==> src/rtl/load_store_unit_pkg.sv <==
// MemoryModes: memory-port access modes, lsuOp encoding and op decode helpers
//   shared by load_store_unit and lsu_merge; no ports
package MemoryModes;
  typedef enum logic [2:0] {NONE, BYTE, HALFWORD, WORD, WORDLEFT, WORDRIGHT} readWriteModes;
  typedef enum logic [3:0] {LB, LBU, LH, LHU, LW, LWL, LWR, SB, SH, SW, SWL, SWR} lsuOp;
  function automatic readWriteModes op_mode(input logic [3:0] op);
    case (op)
      LB, LBU, SB: op_mode = BYTE;
      LH, LHU, SH: op_mode = HALFWORD;
      LW, SW:      op_mode = WORD;
      LWL, SWL:    op_mode = WORDLEFT;
      LWR, SWR:    op_mode = WORDRIGHT;
      default:     op_mode = NONE;
    endcase
  endfunction
  function automatic logic is_store(input logic [3:0] op);
    return op inside {SB, SH, SW, SWL, SWR};
  endfunction
  function automatic logic misaligned(input logic [3:0] op, input logic [1:0] a);
    return (op inside {LH, LHU, SH} && a[0]) || (op inside {LW, SW} && a != 2'b00);
  endfunction
endpackage

==> src/rtl/load_store_unit_merge.sv <==
// lsu_merge: merges LWL/LWR partial memory data into the old rt value
//   mode: read mode; addr: byte offset; mem_rdata, rt_old: sources; result: merged word
module lsu_merge import MemoryModes::*; (
  input  logic [2:0]  mode,
  input  logic [1:0]  addr,
  input  logic [31:0] mem_rdata,
  input  logic [31:0] rt_old,
  output logic [31:0] result
);
  logic [31:0] m;
  // LWL keeps addr+1 top bytes (shift by 3-addr == ~addr), LWR keeps 4-addr bottom bytes
  assign m = mode == WORDLEFT  ? 32'hFFFF_FFFF << {~addr, 3'b000} :
             mode == WORDRIGHT ? 32'hFFFF_FFFF >> {addr, 3'b000} : 32'hFFFF_FFFF;
  assign result = (mem_rdata & m) | (rt_old & ~m);
endmodule

==> src/rtl/load_store_unit.sv <==
// load_store_unit: single-outstanding CPU load/store sequencer in front of a combinational memory port
//   req_*: request handshake (op, addr, wdata, rt_old); resp_*: response handshake (rdata, err)
//   err_count: saturating misaligned-request count; mem_*: memory port, active only in ISSUE
module load_store_unit import MemoryModes::*; #(
  parameter int ERR_CNT_W = 8
) (
  input  logic                 clk,
  input  logic                 rst,
  input  logic                 req_valid,
  output logic                 req_ready,
  input  logic [3:0]           req_op,
  input  logic [31:0]          req_addr,
  input  logic [31:0]          req_wdata,
  input  logic [31:0]          req_rt_old,
  output logic                 resp_valid,
  input  logic                 resp_ready,
  output logic [31:0]          resp_rdata,
  output logic                 resp_err,
  output logic [ERR_CNT_W-1:0] err_count,
  output logic [31:0]          mem_address,
  output logic [31:0]          mem_data,
  output logic [2:0]           mem_write_mode,
  output logic [2:0]           mem_read_mode,
  output logic                 mem_unsigned_load,
  input  logic [31:0]          mem_rdata
);
  localparam logic [1:0] IDLE = 2'd0, ISSUE = 2'd1, RESP = 2'd2;
  logic [1:0] state;
  logic [3:0] op;
  logic [31:0] addr, wdata, rt_old, rdata, merged;
  logic err, issue, mis;
  assign issue = state == ISSUE;
  assign mis = misaligned(req_op, req_addr[1:0]);
  assign req_ready = state == IDLE;
  assign resp_valid = state == RESP;
  assign resp_rdata = rdata;
  assign resp_err = err;
  // port outputs are gated by state so reset or leaving ISSUE drops them at once
  assign mem_address = issue ? addr : '0;
  assign mem_data = issue ? wdata : '0;
  assign mem_write_mode = issue && is_store(op) ? op_mode(op) : NONE;
  assign mem_read_mode = issue && !is_store(op) ? op_mode(op) : NONE;
  assign mem_unsigned_load = issue && (op == LBU || op == LHU);
  lsu_merge u_merge (
    .mode(mem_read_mode),
    .addr(addr[1:0]),
    .mem_rdata(mem_rdata),
    .rt_old(rt_old),
    .result(merged)
  );
  always_ff @(posedge clk or negedge rst)
    if (!rst) begin
      state <= IDLE;
      op <= '0;
      addr <= '0;
      wdata <= '0;
      rt_old <= '0;
      rdata <= '0;
      err <= 1'b0;
      err_count <= '0;
    end else if (state == IDLE) begin
      if (req_valid) begin
        op <= req_op;
        addr <= req_addr;
        wdata <= req_wdata;
        rt_old <= req_rt_old;
        rdata <= '0;
        err <= mis;
        state <= mis ? RESP : ISSUE;
        if (mis && ~&err_count) err_count <= err_count + 1'b1;
      end
    end else if (issue) begin
      rdata <= is_store(op) ? '0 : merged;
      state <= RESP;
    end else if (resp_ready)
      state <= IDLE;
endmodule

==> config.mk <==
export PLATFORM = sky130hd
export DESIGN_NAME = load_store_unit
export DESIGN_NICKNAME = d
export VERILOG_FILES = /design/src/rtl/load_store_unit_pkg.sv /design/src/rtl/load_store_unit_merge.sv /design/src/rtl/load_store_unit.sv
export SDC_FILE = /design/constraint.sdc
export NUM_CORES = 1
export LEC_CHECK = 0
export ABC_AREA = 1
export BUFFER_PORTS_ARGS = -buffer_cell sky130_fd_sc_hd__buf_2
export CAP_MARGIN = 5
export CORE_MARGIN = 8
export CORE_UTILIZATION = 25
export DETAILED_ROUTE_END_ITERATION = 10
export PLACE_DENSITY = 0.56
export SLEW_MARGIN = 20
export SYNTH_ARGS = -nofsm -noshare
export SYNTH_HDL_FRONTEND = slang
export SYNTH_SLANG_ARGS = --single-unit
==> constraint.sdc <==
create_clock -name clk -period 2.62 [get_ports clk]
set_input_delay 0.524 -clock clk [delete_from_list [all_inputs] [get_ports clk]]
set_output_delay 0.524 -clock clk [all_outputs]
set_load 0.01 [all_outputs]
[After elaboration in Yosys (flattened, before gate mapping)]
Memory sizes are Yosys's and may differ from the RTL's.
Index checks and enable logic that the tools add are counted.
Storage, ports and cells
  logic and storage cells: 72
  memories: 2
  register bits: 143
  output and inout bits: 114
  bits in read-only memories: 96
  input port bits: 136
Operators by class
  equality and inequality tests: 17
  add/sub/neg operators: 1
  muxes and demuxes: 15
  bitwise logic cells: 5
  reduce and logical (&&, ||, !) cells: 22
  shift-type cells: 2
Memories
  (no name shown): words 16, width 3, read ports 1, clocked after memory_dff 0, wr ports 0, RTL line load_store_unit_pkg.sv:7  | case (op)
  (no name shown): words 16, width 3, read ports 1, clocked after memory_dff 0, wr ports 0, RTL line load_store_unit_pkg.sv:7
Operators by type and width (number)
  $mux 32: 8
  $and 32x32->32: 2
  $not 32->32: 1
  $or 32x32->32: 1
  $shl 32x5->32 const A: 1
  $shr 32x5->32 const A: 1
  $eq 4x4->1 const B: 6
  $eq 4x2->1 const B: 3
  $mux 2: 5
  $add 8x1->8 const B: 1
  $eq 4x3->1 const B: 2
  $reduce_and 8->1: 1
  $eq 3x3->1 const B: 2
  $logic_and 1x1->1: 6
  $mux 3: 2
  $reduce_and 2->1: 3
  $reduce_bool 2->1: 3
  $reduce_bool 3->1: 2
  $reduce_bool 5->1: 1
  $eq 4x1->1 const B: 1
  $reduce_and 3->1: 1
  $eq 2x1->1 const B: 1
  $eq 2x2->1 const B: 1
  $logic_not 1->1: 2
  other kinds (4): 5

[Logic depth before layout (Yosys ltp)]
  depth in word-level cells: 14
  depth in mapped cells: 13
  gate-level depth less buffers: 13

[By module]
A second synthesis with hierarchy kept.
Unflattened totals
  cell total of the unflattened synthesis: 879
  area total of the unflattened synthesis: 6817.8 µm²
By module, submodules not included
  load_store_unit: sequential area each 3578.4 µm², cells an instance 763, instances 1, area each 6271.0 µm²
  lsu_merge: sequential area each 0.0 µm², cells an instance 116, instances 1, area each 546.8 µm²

[Least setup slack after synthesis]
OpenSTA, ideal clock, no wires.
  kind: reg2out
  start: reg op[1]
  end: out mem_read_mode[0]
  stages on the path, launching flop included: 11
  data arrival time: 1.602 ns
  setup slack: 0.494 ns
  required time: 2.096 ns
  cell sequence: dfrtp_1 -> inv_1 -> ha_1 -> nor2_1 -> nand2_1 -> nand3_1 -> inv_1 -> nor2_2 -> buf_2 -> inv_1 -> nor2_1
Between the ends
  word-level cells in the longest chain between the ends: 5
Ends and longest elaborated chain
  start, declared: RTL line load_store_unit.sv:29  | logic [3:0] op;
  start signal, assigned: RTL line load_store_unit.sv:63  | op <= req_op;
  $eq 4x3->1 / $eq 4x4->1 (equally long branches): RTL line load_store_unit_pkg.sv:17  | return op inside {SB, SH, SW, SWL, SWR};
  $reduce_bool 5->1: RTL line load_store_unit_pkg.sv:17
  $logic_not 1->1: RTL line load_store_unit.sv:42  | assign mem_read_mode = issue && !is_store(op) ? op_mode(op) : NONE;
  $logic_and 1x1->1: RTL line load_store_unit.sv:42
  $mux 3 *: RTL line load_store_unit.sv:42
  end, declared: RTL line load_store_unit.sv:23  | output logic [2:0] mem_read_mode,
Mark *: on every way between the ends. The rest lies on a longest branch, timed or not.

[Final worst setup path]
  start: reg op[0]
  end: out mem_read_mode[2]
Same word-level chain as after synthesis.

==> results.md <==
- Routed wire length: between 20 and 25 mm
- Die width: ~180 um
- Worst path required time: 2.10 ns
- Vias per inst: ~4.2
- Number of remaining DRC errors: 0
- Layout area overhead: 33.55%
- CTS Buf Count: 17
- Yosys warns: 0
- Routability cong.: 0.7793
- Core Area: roughly 0.027 sq mm
- CP Launch Type: flop
- CTS Buffer Depth: 2
- Power, Total: between 0.009 and 0.01 W
- Grt ovf: 0
- Max Fclk: roughly 410 MHz
- CTS tree: built
- Num rows: 60
- Root buffer cell: clkbuf_16
- Vias: 6088
- CTS Sinks: between 100 and 150
- IO buf count: 249
- Status: finished, final reports clean
- Mapped Area: about 0.0067 sq mm
- Period utilization: just over 90%
- Die area: 0.03235 sq mm
- Initial antenna violation count: 2
- Hpwl dp: about 15 mm
- Multi-input gate area: approximately 0.0024 sq mm
- Area leader, netlist: dfrtp_1
- I/O pin total: 250
- Final Slew Violations: 0
- Worst reg-to-reg path cell count: 11
- Leakage: around 5 nW
- Dpl cells: roughly 1.4k
- DRT iter0 DRCs: about 340
- Pwr Density: roughly 1100 mW/mm^2
- Crit. End Element: primary output
- Top post-synthesis cells by area: dfrtp_1 53%, nand2_1 12%, o21ai_0 7.9%, inv_1 7.5%, nor2_1 4.8%
- Post-synthesis sequential area ratio: 53.31%
- # nets final: 1223
- Filler cell count: around 2.8k
- First-pass DRT Iterations: 5
- Yosys reg bits: 143
- Maxcap violations: 0
- Final Non-Filler Cells: 1434
- Starting Density: 25.19%
- CP arrival: roughly 1.9 ns
- Post-layout util: ~34%
- Storage cell area: 0.003580 sq mm
- WL/cell: approximately 14 um
- Critical path peak fanout: 4
- Number of H-tree levels: 4
- Post-Syn Area per Cell: around 8.0 sq um
- Clock Skew: approximately 0.0079 ns
- Vias in the first global route: around 6.1k
- Synth top area share: between 50 and 60%
- Chip height: between 150 and 200 um
- Post-Synthesis Cells: between 800 and 900
- Total GRT Usage: approximately 13%
- Relative max-transition margin: about three fifths
- Worst vdd ir: roughly 0.46 mV
- Min-delay worst type: primary input to async pin
- Final Critical Period: approximately 2.4 ns
- Worst Setup Path Type: flop to primary output
- Share of cells above drive strength 1: 28.85%
- Clock-pin slew on the worst setup and hold paths: around 0.06 ns
- First-pass GRT wire length: approximately 33 mm
- Final setup fails: 0
- DRT antenna net count: 0
- Worst slew pin tran: between 0.6 and 0.7 ns
- Largest net degree at the start of global routing: 76
- Synthesized Nets: a little under 1k
- Skew-Pair Late Insertion Delay: about 0.42 ns
- Fin. Hold Viols: 0
- Synth cell types: 28
==> synth_stat cells <==
cell type	instances
a21oi_1	19
a21oi_2	1
a31oi_1	1
buf_1	2
buf_2	21
buf_6	3
clkbuf_1	14
dfrtp_1	143
ha_1	6
inv_1	134
inv_2	2
nand2_1	207
nand2_2	2
nand2_4	6
nand3_1	53
nand3_2	1
nand3_4	1
nand4_1	2
nor2_1	86
nor2_2	3
nor2_8	2
nor3_1	2
nor4_1	1
o21a_1	1
o21ai_0	106
o21ai_1	16
xnor2_1	1
xor2_1	6
==> area by class of cell <==
cell class,instances,area share [%]
clock buffers,20,5.206
well taps,341,4.759
diodes,1,0.02791
repair buffers,260,15.59
inverters,136,5.722
clock inverters,10,1.535
flip-flops and latches,143,39.93
multi-input cells,523,27.23
==> sequential cells by signal (all words and copies together) (netlist names) <==
name / flops
addr: 32
err_count: 8
op: 4
resp_err: 1
resp_rdata: 32
rt_old: 32
state: 2
wdata: 32
==> layer usage <==
layer | up-vias | part of all wire, % | track usage (%)
li1 | 3063 | - | -
met1 | 2820 | 45 | 15.95
met2 | 180 | 46 | 20.21
met3 | 23 | 6.5 | 4.859
met4 | 2 | 1.9 | 4.135
met5 | - | 0.058 | 0
==> final timing paths <==
kind | end | slack [ns] | start
worst min-delay path | addr[12] | 0.06 | rst
max in group asynchronous | rt_old[29] | 1.87 | rst
worst min register to register | resp_rdata[13] | 0.48 | resp_rdata[13]
worst max register to register | resp_rdata[8] | 0.42 | op[0]
worst max-delay path | mem_read_mode[2] | 0.19 | op[0]
min in group clk | state[1] | 0.30 | resp_ready
==> power by group <==
group	internal [W]	switching (W)
sequential	0.00321	0.000431
clock	0.00156	0.000954
combinational	0.00121	0.00240
==> layout by cell type, fill, tap and decap left out, types with 2 or more instances in the layout <==
master	n
nand4_1	2
nor2_2	3
dfrtp_1	142
buf_2	248
buf_12	5
nand2_4	6
clkinvlp_4	2
nor3_1	2
inv_1	131
nor2_8	2
o21ai_0	106
a21oi_1	18
xor2_1	6
inv_2	4
nand2_2	2
a21oi_2	2
clkinv_2	3
nand2_1	207
nor2_1	85
ha_1	6
clkbuf_16	17
o21ai_1	16
clkinv_4	2
clkbuf_8	3
bufinv_16	3
nand3_2	2
nand3_1	52
buf_4	6
==> stage by stage <==
step	area, sq um	setup slack, ns	hold slack [ns]	setup TNS [ns]
after global placement	8338	0.4312	0.4610	0
after global routing	8965	-0.009201	0.08828	-0.009201
final	8965	0.1856	0.06437	0
after CTS	8946	0.03834	0.07415	0
after detailed placement	8338	0.3796	0.4699	0
after floorplan	6713	0.4940	0.2284	0
==> worst max-delay path: stages (launching register included) <==
cell and delay [ns]:
dfrtp_1 0.41, inv_2 0.08, ha_1 0.29, nand2_1 0.09, a21oi_2 0.20, nand3_4 0.16, inv_1 0.09, buf_2 0.18
==> cells by family (layout without fill, tap and decap cells) <==
kind of cell	Yosys count	in the layout	synth area share [%]
compound gates	144	144	10.85
xor+xnor	7	7	0.9133
fa+ha+maj	6	6	1.118
buf+inv	176	426	10.57
flops	143	143	53.31
other cells	0	1	0
simple gates	366	366	23.24
==> timing repair <==
| action | CTS | global route |
|---|---|---|
| buffers inserted | 0 | 1 |
| setup endpoints to repair | 1 | 12 |
| hold buffers | 0 | 0 |
| resized for setup | 1 | 6 |
No activity file was read; power rests on OpenSTA's default activity.
